--- config.mk ---
export PLATFORM = sky130hd
export DESIGN_NAME = tlc_timed_ctrl
export DESIGN_NICKNAME = d
export VERILOG_FILES = /design/src/rtl/tlc_timed_ctrl.sv
export SDC_FILE = /design/constraint.sdc
export NUM_CORES = 1
export LEC_CHECK = 0
export ABC_CLOCK_PERIOD_IN_PS = 6200
export CAP_MARGIN = 40
export CORE_ASPECT_RATIO = 1.25
export CORE_MARGIN = 1.5
export CORE_UTILIZATION = 50
export CTS_CLUSTER_DIAMETER = 100
export DETAILED_ROUTE_END_ITERATION = 10
export DONT_BUFFER_PORTS = 1
export SLEW_MARGIN = 20
export SYNTH_ARGS = -nofsm -noshare
export SYNTH_HDL_FRONTEND = slang
export SYNTH_SLANG_ARGS = --single-unit
--- constraint.sdc ---
create_clock -name wb_clk_i -period 6.2 [get_ports wb_clk_i]
set_clock_uncertainty 0.15 [all_clocks]
set_input_delay 1.24 -clock wb_clk_i [delete_from_list [all_inputs] [get_ports wb_clk_i]]
set_output_delay 1.24 -clock wb_clk_i [all_outputs]
set_load 0.01 [all_outputs]
--- src/rtl/tlc_timed_ctrl.sv ---
// Timed traffic-light controller: highway/farm intersection with a
// pedestrian walk phase and a night flashing mode. All timing is counted
// in ticks taken from a free-running prescaler.
module tlc_timed_ctrl #(
  parameter int TICK_DIV = 50000000,
  parameter int TIMER_W  = 8,
  parameter int HG_MIN   = 20,
  parameter int YEL_T    = 3,
  parameter int AR_T     = 1,
  parameter int FG_MIN   = 5,
  parameter int FG_MAX   = 15
) (
  input  logic       wb_clk_i,
  input  logic       wb_rst_i,
  input  logic       sensor_i,
  input  logic       ped_req_i,
  input  logic       flash_i,
  output logic [2:0] light_highway,
  output logic [2:0] light_farm,
  output logic       walk_o,
  output logic [2:0] state_o
);

  localparam int PW = (TICK_DIV > 1) ? $clog2(TICK_DIV) : 1;
  localparam logic [PW-1:0]      PRE_LAST = PW'(TICK_DIV - 1);
  localparam logic [TIMER_W-1:0] HG_LAST  = TIMER_W'(HG_MIN - 1);
  localparam logic [TIMER_W-1:0] YEL_LAST = TIMER_W'(YEL_T - 1);
  localparam logic [TIMER_W-1:0] AR_LAST  = TIMER_W'(AR_T - 1);
  localparam logic [TIMER_W-1:0] FGN_LAST = TIMER_W'(FG_MIN - 1);
  localparam logic [TIMER_W-1:0] FGX_LAST = TIMER_W'(FG_MAX - 1);

  typedef enum logic [2:0] {
    HGRE  = 3'd0,
    HYEL  = 3'd1,
    AR1   = 3'd2,
    FGRE  = 3'd3,
    FYEL  = 3'd4,
    AR2   = 3'd5,
    FLASH = 3'd6
  } state_t;

  state_t               state;
  state_t               state_nx;
  logic [PW-1:0]        presc;
  logic                 tick;
  logic [TIMER_W-1:0]   timer;
  logic                 ped_latch;
  logic                 phase;
  logic                 phase_nx;

  assign tick    = (presc == PRE_LAST);
  assign state_o = state;

  // Lamp pattern {highway, farm} for a given state and flash phase.
  function automatic logic [5:0] lights_for(input state_t s, input logic ph);
    case (s)
      HYEL:    lights_for = 6'b010_100;
      AR1:     lights_for = 6'b100_100;
      FGRE:    lights_for = 6'b100_001;
      FYEL:    lights_for = 6'b100_010;
      AR2:     lights_for = 6'b100_100;
      FLASH:   lights_for = ph ? 6'b010_100 : 6'b000_000;
      default: lights_for = 6'b001_100;
    endcase
  endfunction

  // Next-state decision; every timed transition waits for a tick.
  always_comb begin
    state_nx = state;
    case (state)
      HGRE:  if (tick && timer >= HG_LAST && (sensor_i || ped_latch || flash_i))
               state_nx = HYEL;
      HYEL:  if (tick && timer == YEL_LAST) state_nx = flash_i ? FLASH : AR1;
      AR1:   if (tick && timer == AR_LAST)  state_nx = FGRE;
      FGRE:  if (tick && ((timer >= FGN_LAST && !sensor_i) || timer == FGX_LAST))
               state_nx = FYEL;
      FYEL:  if (tick && timer == YEL_LAST) state_nx = AR2;
      AR2:   if (tick && timer == AR_LAST)  state_nx = HGRE;
      FLASH: if (tick && !flash_i)          state_nx = AR2;
      default: state_nx = HGRE;
    endcase
  end

  // Flash phase: starts lit on entry, toggles per tick, zero outside FLASH.
  always_comb begin
    phase_nx = 1'b0;
    if (state_nx == FLASH) begin
      if (state != FLASH) phase_nx = 1'b1;
      else                phase_nx = tick ? ~phase : phase;
    end
  end

  // Controller registers: prescaler, timer, ped latch, state and lamps.
  always_ff @(posedge wb_clk_i) begin
    if (wb_rst_i) begin
      state         <= HGRE;
      presc         <= '0;
      timer         <= '0;
      ped_latch     <= 1'b0;
      phase         <= 1'b0;
      light_highway <= 3'b001;
      light_farm    <= 3'b100;
      walk_o        <= 1'b0;
    end else begin
      presc <= tick ? '0 : presc + 1'b1;
      state <= state_nx;
      // Timer saturates so an indefinitely held green keeps its minimum met.
      if (state_nx != state)          timer <= '0;
      else if (tick && timer != '1)   timer <= timer + 1'b1;
      // Entering FGRE clears the latch even if a request arrives that cycle.
      if (state_nx == FGRE && state != FGRE)  ped_latch <= 1'b0;
      else if (ped_req_i && state != FGRE)    ped_latch <= 1'b1;
      phase                        <= phase_nx;
      {light_highway, light_farm}  <= lights_for(state_nx, phase_nx);
      walk_o                       <= (state_nx == FGRE);
    end
  end

endmodule

==> results of run 1 <==
## cells in the final DEF (no fill, tap or decap), drive strengths merged, types with 2 or more instances in the layout
master	count
a21o	2
a21oi	15
and2	2
and3	7
and4	5
buf	2
clkbuf	7
dfxtp	46
ha	4
inv	10
mux2i	3
nand2	18
nand2b	2
nand3	11
nand4	16
nor2	43
nor2b	3
nor3	8
nor4	3
nor4b	2
o21ai	6
or3	2
xnor2	11
xor2	22
## synth_stat cells, types with 2 or more instances
master / count
and2_1: 2
nand2_1: 18
ha_1: 4
nand3_1: 11
inv_1: 10
a21o_1: 2
nand2b_1: 2
o21ai_0: 5
nor3_1: 8
clkbuf_1: 8
mux2i_1: 2
nand4_1: 15
a21oi_1: 15
nor4_1: 2
and3_1: 6
dfxtp_1: 46
nor2_1: 43
xor2_1: 22
nor4b_4: 2
nor2b_1: 3
xnor2_1: 11
and4_1: 4
## flip-flops by register name, summed over array words and instances (netlist names)
name	cells
presc	26
timer	8
light_farm	3
light_highway	3
state_o	3
ped_latch	1
phase	1
walk_o	1
## per-stage QoR
step / hold slack (ns) / cells
finish: 0.299 / 329
global route: 0.339 / 329
CTS: 0.305 / 329
detailed placement: 0.292 / 321
global placement: 0.279 / 320
floorplan: 0.263 / 270
## where the power goes
group	total [W]	switching [W]	internal, W	leakage [nW]
Sequential	0.000299	0.00000150	0.000297	0.371
Combinational	0.00000971	0.00000558	0.00000413	0.519
Clock	0.000198	0.0000960	0.000102	0.0544
Total	0.000507	0.000103	0.000403	0.945
## cell type report
cell class	instances	area (um^2)
Fill cell	428	1940
Multi-Input combinational cell	205	1360
Sequential cell	46	921
Clock buffer	7	96.3
Tap cell	58	72.6
Inverter	10	37.5
Timing Repair Buffer	2	22.5
Clock inverter	1	8.76
## worst max-delay path, stage by stage
cell and delay [ns]:
nor3_1 0.14, a2111oi_0 0.09, o311ai_1 0.36, mux2i_2 0.18, or4_4 0.57, a21oi_1 0.17
## worst min-delay path by stage
stage / to / slack, ns
final: presc[0]$_SDFF_PP0_ / 0.30
after global routing: presc[0]$_SDFF_PP0_ / 0.34
after CTS: presc[0]$_SDFF_PP0_ / 0.30
after detailed placement: presc[0]$_SDFF_PP0_ / 0.29
after global placement: presc[0]$_SDFF_PP0_ / 0.28
after floorplan: presc[0]$_SDFF_PP0_ / 0.26
## routing by layer
metal / up-vias / GRT usage, %
met3: 6 / 4.09
met5: - / 0
met1: 855 / 24.1
met4: 0 / 7.23
met2: 38 / 35.3
li1: 951 / -
## cell families after synthesis
group           after synthesis
mux                           3
buf+inv                      19
xor+xnor                     33
flops                        46
compound gates               38
simple gates                127
fa+ha+maj                     4
==> qor.csv, run 1 <==
stage,metric,value,unit
detailed_routing,wl_met2,2390,um
detailed_routing,wl_met1,2140,um
yosys,yosysSeqAreaShare,39.0,%
critical_path,startpoint,flash_i,
min_path,hold_start,presc[0]$_SDFF_PP0_,
placement,port_buffers,0,
detailed_routing,wl_met3,172,um
cts,hold_buffers,0,
grt,overflow,0,
status,outcome,"complete, no violations",
floorplanning,pin_count,15,
critical_path,crit_required,6.27,ns
yosys,syn_area,0.00236,mm^2
floorplanning,core_area,0.00446,mm^2
detailed_routing,drt_pass1_iterations,4,
placement,gp_congestion,0.959,
layout,area_delta_synth_final,6.74,%
placement,dp_hpwl,3530,um
floorplanning,die_w,64.4,um
min_path,min_path_cells,1,
layout,nets,279,
placement,placed_area,0.00241,mm^2
yosys,synthMuxAreaShare,1.43,%
grt,grt_use_total,20.1,%
cts,h-tree-depth,2,
yosys,synth_top_family_by_area,simple AND/OR/NAND/NOR gates,
critical_path,worstReg2RegStart,timer[0]$_SDFFE_PP0P_,
timing,relSlewSlack,61.3,%
yosys,yosys_most_used_dff,dfxtp_1,
timing,finalCritPeriodShare,43.1,%
timing,rsz0062_at_grt,no,
detailed_routing,wl,4750,um
yosys,avgSynthCellArea,8.74,um^2
layout,final_util,56.5,%
critical_path,r2r_cells,8,
pwr,leakagePower,0.945,nW
floorplanning,dieHeight,79.8,um
detailed_routing,drc,0,
timing,fin_tns_setup,0,ns
critical_path,path_max_fanout,8,
yosys,yosys.area.top_type,dfxtp_1,
yosys,ys_types,51,
yosys,synth_area_leaders,"dfxtp_1, xor2_1, nor2_1",
floorplanning,num_rows,27,
floorplanning,initial_core_util,52.9,%
critical_path,r2r-end,phase$_SDFF_PP0_,
layout,n_antenna_cell,0,
critical_path,critPathCaptureType,flip-flop,
cts,post_cts_buffers,0,
critical_path,critPathKind,primary input to flip-flop,
floorplanning,die-area,0.00514,mm^2
yosys,syn_inst,270,
cts,root_buffer,clkbuf_8,
detailed_routing,final_antenna_net_count,0,
critical_path,cp-start-kind,primary input,
timing,final-max-slew-violation-count,0,
yosys,synth_edf_count,0,
timing,setup_viol,0,
yosys,synthXorXnorAreaFrac,12.3,%
timing,fin_crit,2.67,ns
grt,grt_max_degree,18,
timing,fmax,0.374,GHz
cts,path_clk_slew,0.08,ns
pwr,power,0.000507,W
critical_path,critical_path.endpoint,timer[5]$_SDFFE_PP0P_,
yosys,synth-seq-cells,46,
cts,clock_sinks,46,
cts,cts_tree,done,
flow_run,drv_cap,0,
detailed_routing,routedWlPerCell,14.4,um
yosys,synth_top_area_share,39.0,%
cts,ctsResizeCount,0,
detailed_routing,vias,1850,
timing,final_hold_viol_count,0,
yosys,synthSimpleGateAreaFrac,30.3,%
grt,grt_pass1_vias,1772,
yosys,synth_compound_area_share,11.5,%
grt,grt_first_pass_wirelength,8090,um
timing,worst_pin_slew,0.579,ns
cts,clock_latency,0.29,ns
layout,drive_gt1_share,8.86,%
detailed_routing,vias_per_cell,5.62,
yosys,yosysWarnings,0,
pwr,power_density,201,mW/mm^2
yosys,syn_nets,279,
detailed_routing,drtIter0Drc,171,
pwr,peakVddDrop,0.170,mV
yosys,async_flop_share,0,%
min_path,min_path_type,flip-flop to flip-flop,
layout,finalInstanceArea,0.00252,mm^2
critical_path,crit_arrival,2.75,ns
timing,worst_slack,3.53,ns
cts,numCtsBuffers,5,
grt,antenna_found_initial,0,
placement,dp_slack,3.21,ns
critical_path,r2r_slack,3.58,ns
yosys,synthAdderAreaFrac,2.12,%
detailed_routing,maxUsedRoutingLayer,met4,
cts,clk_path_buf_depth,2,
Power figures use the tool's default switching activity.
==> run 2: changes to the inputs <==
--- a/config.mk
+++ b/config.mk
@@ -5,7 +5,7 @@
 export SDC_FILE = /design/constraint.sdc
 export NUM_CORES = 1
 export LEC_CHECK = 0
-export ABC_CLOCK_PERIOD_IN_PS = 6200
+export ABC_CLOCK_PERIOD_IN_PS = 2500
 export CAP_MARGIN = 40
 export CORE_ASPECT_RATIO = 1.25
 export CORE_MARGIN = 1.5
==> constraint.sdc (replaced) <==
create_clock -name wb_clk_i -period 2.5 [get_ports wb_clk_i]
set_clock_uncertainty 0.15 [all_clocks]
set_input_delay 0.5 -clock wb_clk_i [delete_from_list [all_inputs] [get_ports wb_clk_i]]
set_output_delay 0.5 -clock wb_clk_i [all_outputs]
set_load 0.01 [all_outputs]
==> run 2 against run 1 <==
- count of clock-buffer cells in the layout stayed put
- via count is 7.4% higher
- core utilization is 5.0 points higher
- cell count is 7.6% higher
- total power is 140% higher
- largest cell class unchanged
==> qor.csv, run 2 (same netlist as run 1, synthesis figures left out) <==
stage,metric,value,unit,change
placement,numPlacedInstances,342,,+6.5%
floorplanning,core_area,0.00446,mm^2,unchanged
critical_path,cp_top_family,simple AND/OR/NAND/NOR gates,,
detailed_routing,vias,1986,,+7.4%
layout,finalInstanceArea,0.00274,mm^2,+8.9%
floorplanning,initial_core_util,52.9,%,unchanged
placement,gp_congestion,0.962,,+0.35%
cts,clock_sinks,46,,unchanged
pwr,peakVddDrop,0.291,mV,+71%
pwr,power,0.00123,W,+140%
grt,grt.busiest_layer,met2,,
grt,grt_first_pass_wirelength,8700,um,+7.5%
layout,regMostFlops,presc,,
placement,dp_hpwl,3740,um,+6.1%
detailed_routing,drt_pass1_iterations,4,,unchanged
detailed_routing,drtIter0Drc,207,,+21%
timing,setup_viol,0,,unchanged
timing,fmax,0.409,GHz,
floorplanning,die-area,0.00514,mm^2,unchanged
pwr,power_density,449,mW/mm^2,+120%
timing,worst_pin_slew,0.482,ns,-0.0972 ns
placement,placed_area,0.00256,mm^2,+6.2%
grt,antenna_found_initial,0,,unchanged
grt,use_met2,38.4,%,+3.1 points
layout,area_delta_synth_final,16.2,%,
timing,relSlewSlack,67.0,%,+5.7 points
layout,final_cell_mix,"nor2_1, dfxtp_1, buf_4, xor2_1, nand2_1",,
timing,final-max-slew-violation-count,0,,unchanged
cts,clock_latency,0.29,ns,about the same
flow_run,drv_cap,0,,unchanged
critical_path,slowest_delay,0.63,ns,+0.06 ns
layout,drive_gt1_share,20.9,%,+12 points
critical_path,cp_num_buf_inv,0,,unchanged
status,outcome,"complete, no violations",,
timing,final_hold_viol_count,0,,unchanged
critical_path,crit_required,2.58,ns,-3.69 ns
critical_path,crit_arrival,2.53,ns,-0.22 ns
timing,fin_crit,2.44,ns,
min_path,min_path_type,primary input to flip-flop,,
layout,reg.largest.list,"presc x26, timer x8",,
critical_path,r2r_slack,0.06,ns,-3.52 ns
critical_path,cp-start-kind,flip-flop,,
grt,overflow,0,,unchanged
placement,port_buffers,0,,unchanged
floorplanning,dieHeight,79.8,um,unchanged
cts,numCtsBuffers,5,,unchanged
min_path,min_to,ped_latch$_SDFFE_PP0P_,,
pwr,leakagePower,1.06,nW,+12%
critical_path,path_max_fanout,8,,unchanged
detailed_routing,routedWlPerCell,14.3,um,-0.94%
min_path,hold_start,wb_rst_i,,
critical_path,crit_chain,nor4_4 > nand2_2 > o41ai_4 > mux2i_4 > or4_4 > a21oi_2,,
critical_path,cpMaxStageDelayCell,or4_4,,
floorplanning,num_rows,27,,unchanged
cts,h-tree-depth,2,,unchanged
layout,largest_reg_flops,26,,unchanged
placement,dp_slack,0.0594,ns,-3.15 ns
layout,stdcell_count,354,,+7.6%
timing,worst_slack,0.0552,ns,-3.47 ns
floorplanning,pin_count,15,,unchanged
critical_path,r2r_cells,6,,-2
detailed_routing,wl,5070,um,+6.6%
critical_path,worstReg2RegStart,timer[5]$_SDFFE_PP0P_,,
layout,nets,304,,+9.0%
min_path,min_path_cells,1,,unchanged
critical_path,critPathCaptureType,flip-flop,,
detailed_routing,final_antenna_net_count,0,,unchanged
cts,cts_tree,done,,
grt,grt_use_total,21.5,%,+1.5 points
critical_path,r2r-end,timer[0]$_SDFFE_PP0P_,,
grt,grt_max_degree,25,,+7
floorplanning,die_w,64.4,um,unchanged
grt,grtUsageMet1,25.7,%,+1.7 points
grt,grt_pass1_vias,1937,,+9.3%
critical_path,critPathKind,flip-flop to flip-flop,,
layout,n_antenna_cell,0,,unchanged
timing,finalCritPeriodShare,97.8,%,
grt,use_met3,4.23,%,+0.14 points
cts,clk_path_buf_depth,2,,unchanged
detailed_routing,drc,0,,unchanged
cts,root_buffer,clkbuf_8,,
timing,rsz0062_at_grt,yes,,
detailed_routing,vias_per_cell,5.61,,-0.23%
cts,path_clk_slew,0.08,ns,about the same
-- run 2: per-stage QoR --
stage	hold WS, ns	utilization [%]	TNS (ns)
5_1_grt	0.0944	61.5	-0.216
2_1_floorplan	0.263	-	0
3_3_place_gp	0.276	57.5	0
6_report	0.112	61.5	0
3_5_place_dp	0.286	57.5	0
4_1_cts	0.102	59.5	0
-- run 2: repair_timing --
action                     4_1_cts  5_1_grt
gates resized for setup          0       15
hold buffers                     0        0
setup buffers                    0        4
setup endpoints to repair        0        8
-- run 2: worst max path at each step --
stage                           from               endpoint  cells past startpoint
4_1_cts          presc[0]$_SDFF_PP0_  timer[1]$_SDFFE_PP0P_                      7
5_1_grt          presc[0]$_SDFF_PP0_  timer[5]$_SDFFE_PP0P_                      7
2_1_floorplan    presc[0]$_SDFF_PP0_  timer[0]$_SDFFE_PP0P_                      8
6_report       timer[5]$_SDFFE_PP0P_  timer[0]$_SDFFE_PP0P_                      6
3_3_place_gp   timer[0]$_SDFFE_PP0P_  timer[0]$_SDFFE_PP0P_                      7
3_5_place_dp   timer[1]$_SDFFE_PP0P_  timer[1]$_SDFFE_PP0P_                      7
-- run 2: layout make-up --
cell class	count	area, um^2
fillers	427	1720
multi-input cells	205	1410
flip-flops and latches	46	925
repair buffers	27	203
clock buffers	7	86.3
well taps	58	72.6
inverters	10	37.5
clock inverters	1	5.00
-- run 2: worst reg2reg max path, delay by kind of cell (launching register included) --
kind            cells  cell delay (ns)
compound gates      2             0.61
simple gates        3             1.17
mux                 1             0.12
flops               1             0.34
-- run 2: report_power, final --
part / total (W) / switching [W] / leakage [nW] / internal, W
Clock: 0.000467 / 0.000243 / 0.0482 / 0.000223
Sequential: 0.000740 / 0.00000335 / 0.373 / 0.000737
Combinational: 0.0000245 / 0.0000151 / 0.640 / 0.00000941
Total: 0.00123 / 0.000262 / 1.06 / 0.000970
-- run 2: per-layer routing --
layer | wire length, um | part of all wire, % | vias to the layer above
met2 | 2570 | 51 | 30
met4 | 55 | 1.1 | 0
li1 | - | - | 999
met1 | 2290 | 45 | 951
met3 | 147 | 2.9 | 6
met5 | 0 | 0 | -
==> run 3: changes to the inputs <==
--- a/config.mk
+++ b/config.mk
@@ -13,7 +13,7 @@
 export CTS_CLUSTER_DIAMETER = 100
 export DETAILED_ROUTE_END_ITERATION = 10
 export DONT_BUFFER_PORTS = 1
-export SLEW_MARGIN = 20
+export SLEW_MARGIN = 10
 export SYNTH_ARGS = -nofsm -noshare
 export SYNTH_HDL_FRONTEND = slang
 export SYNTH_SLANG_ARGS = --single-unit
==> results of run 3 <==
Final layout, timing and power as in run 2 (identical DEF).
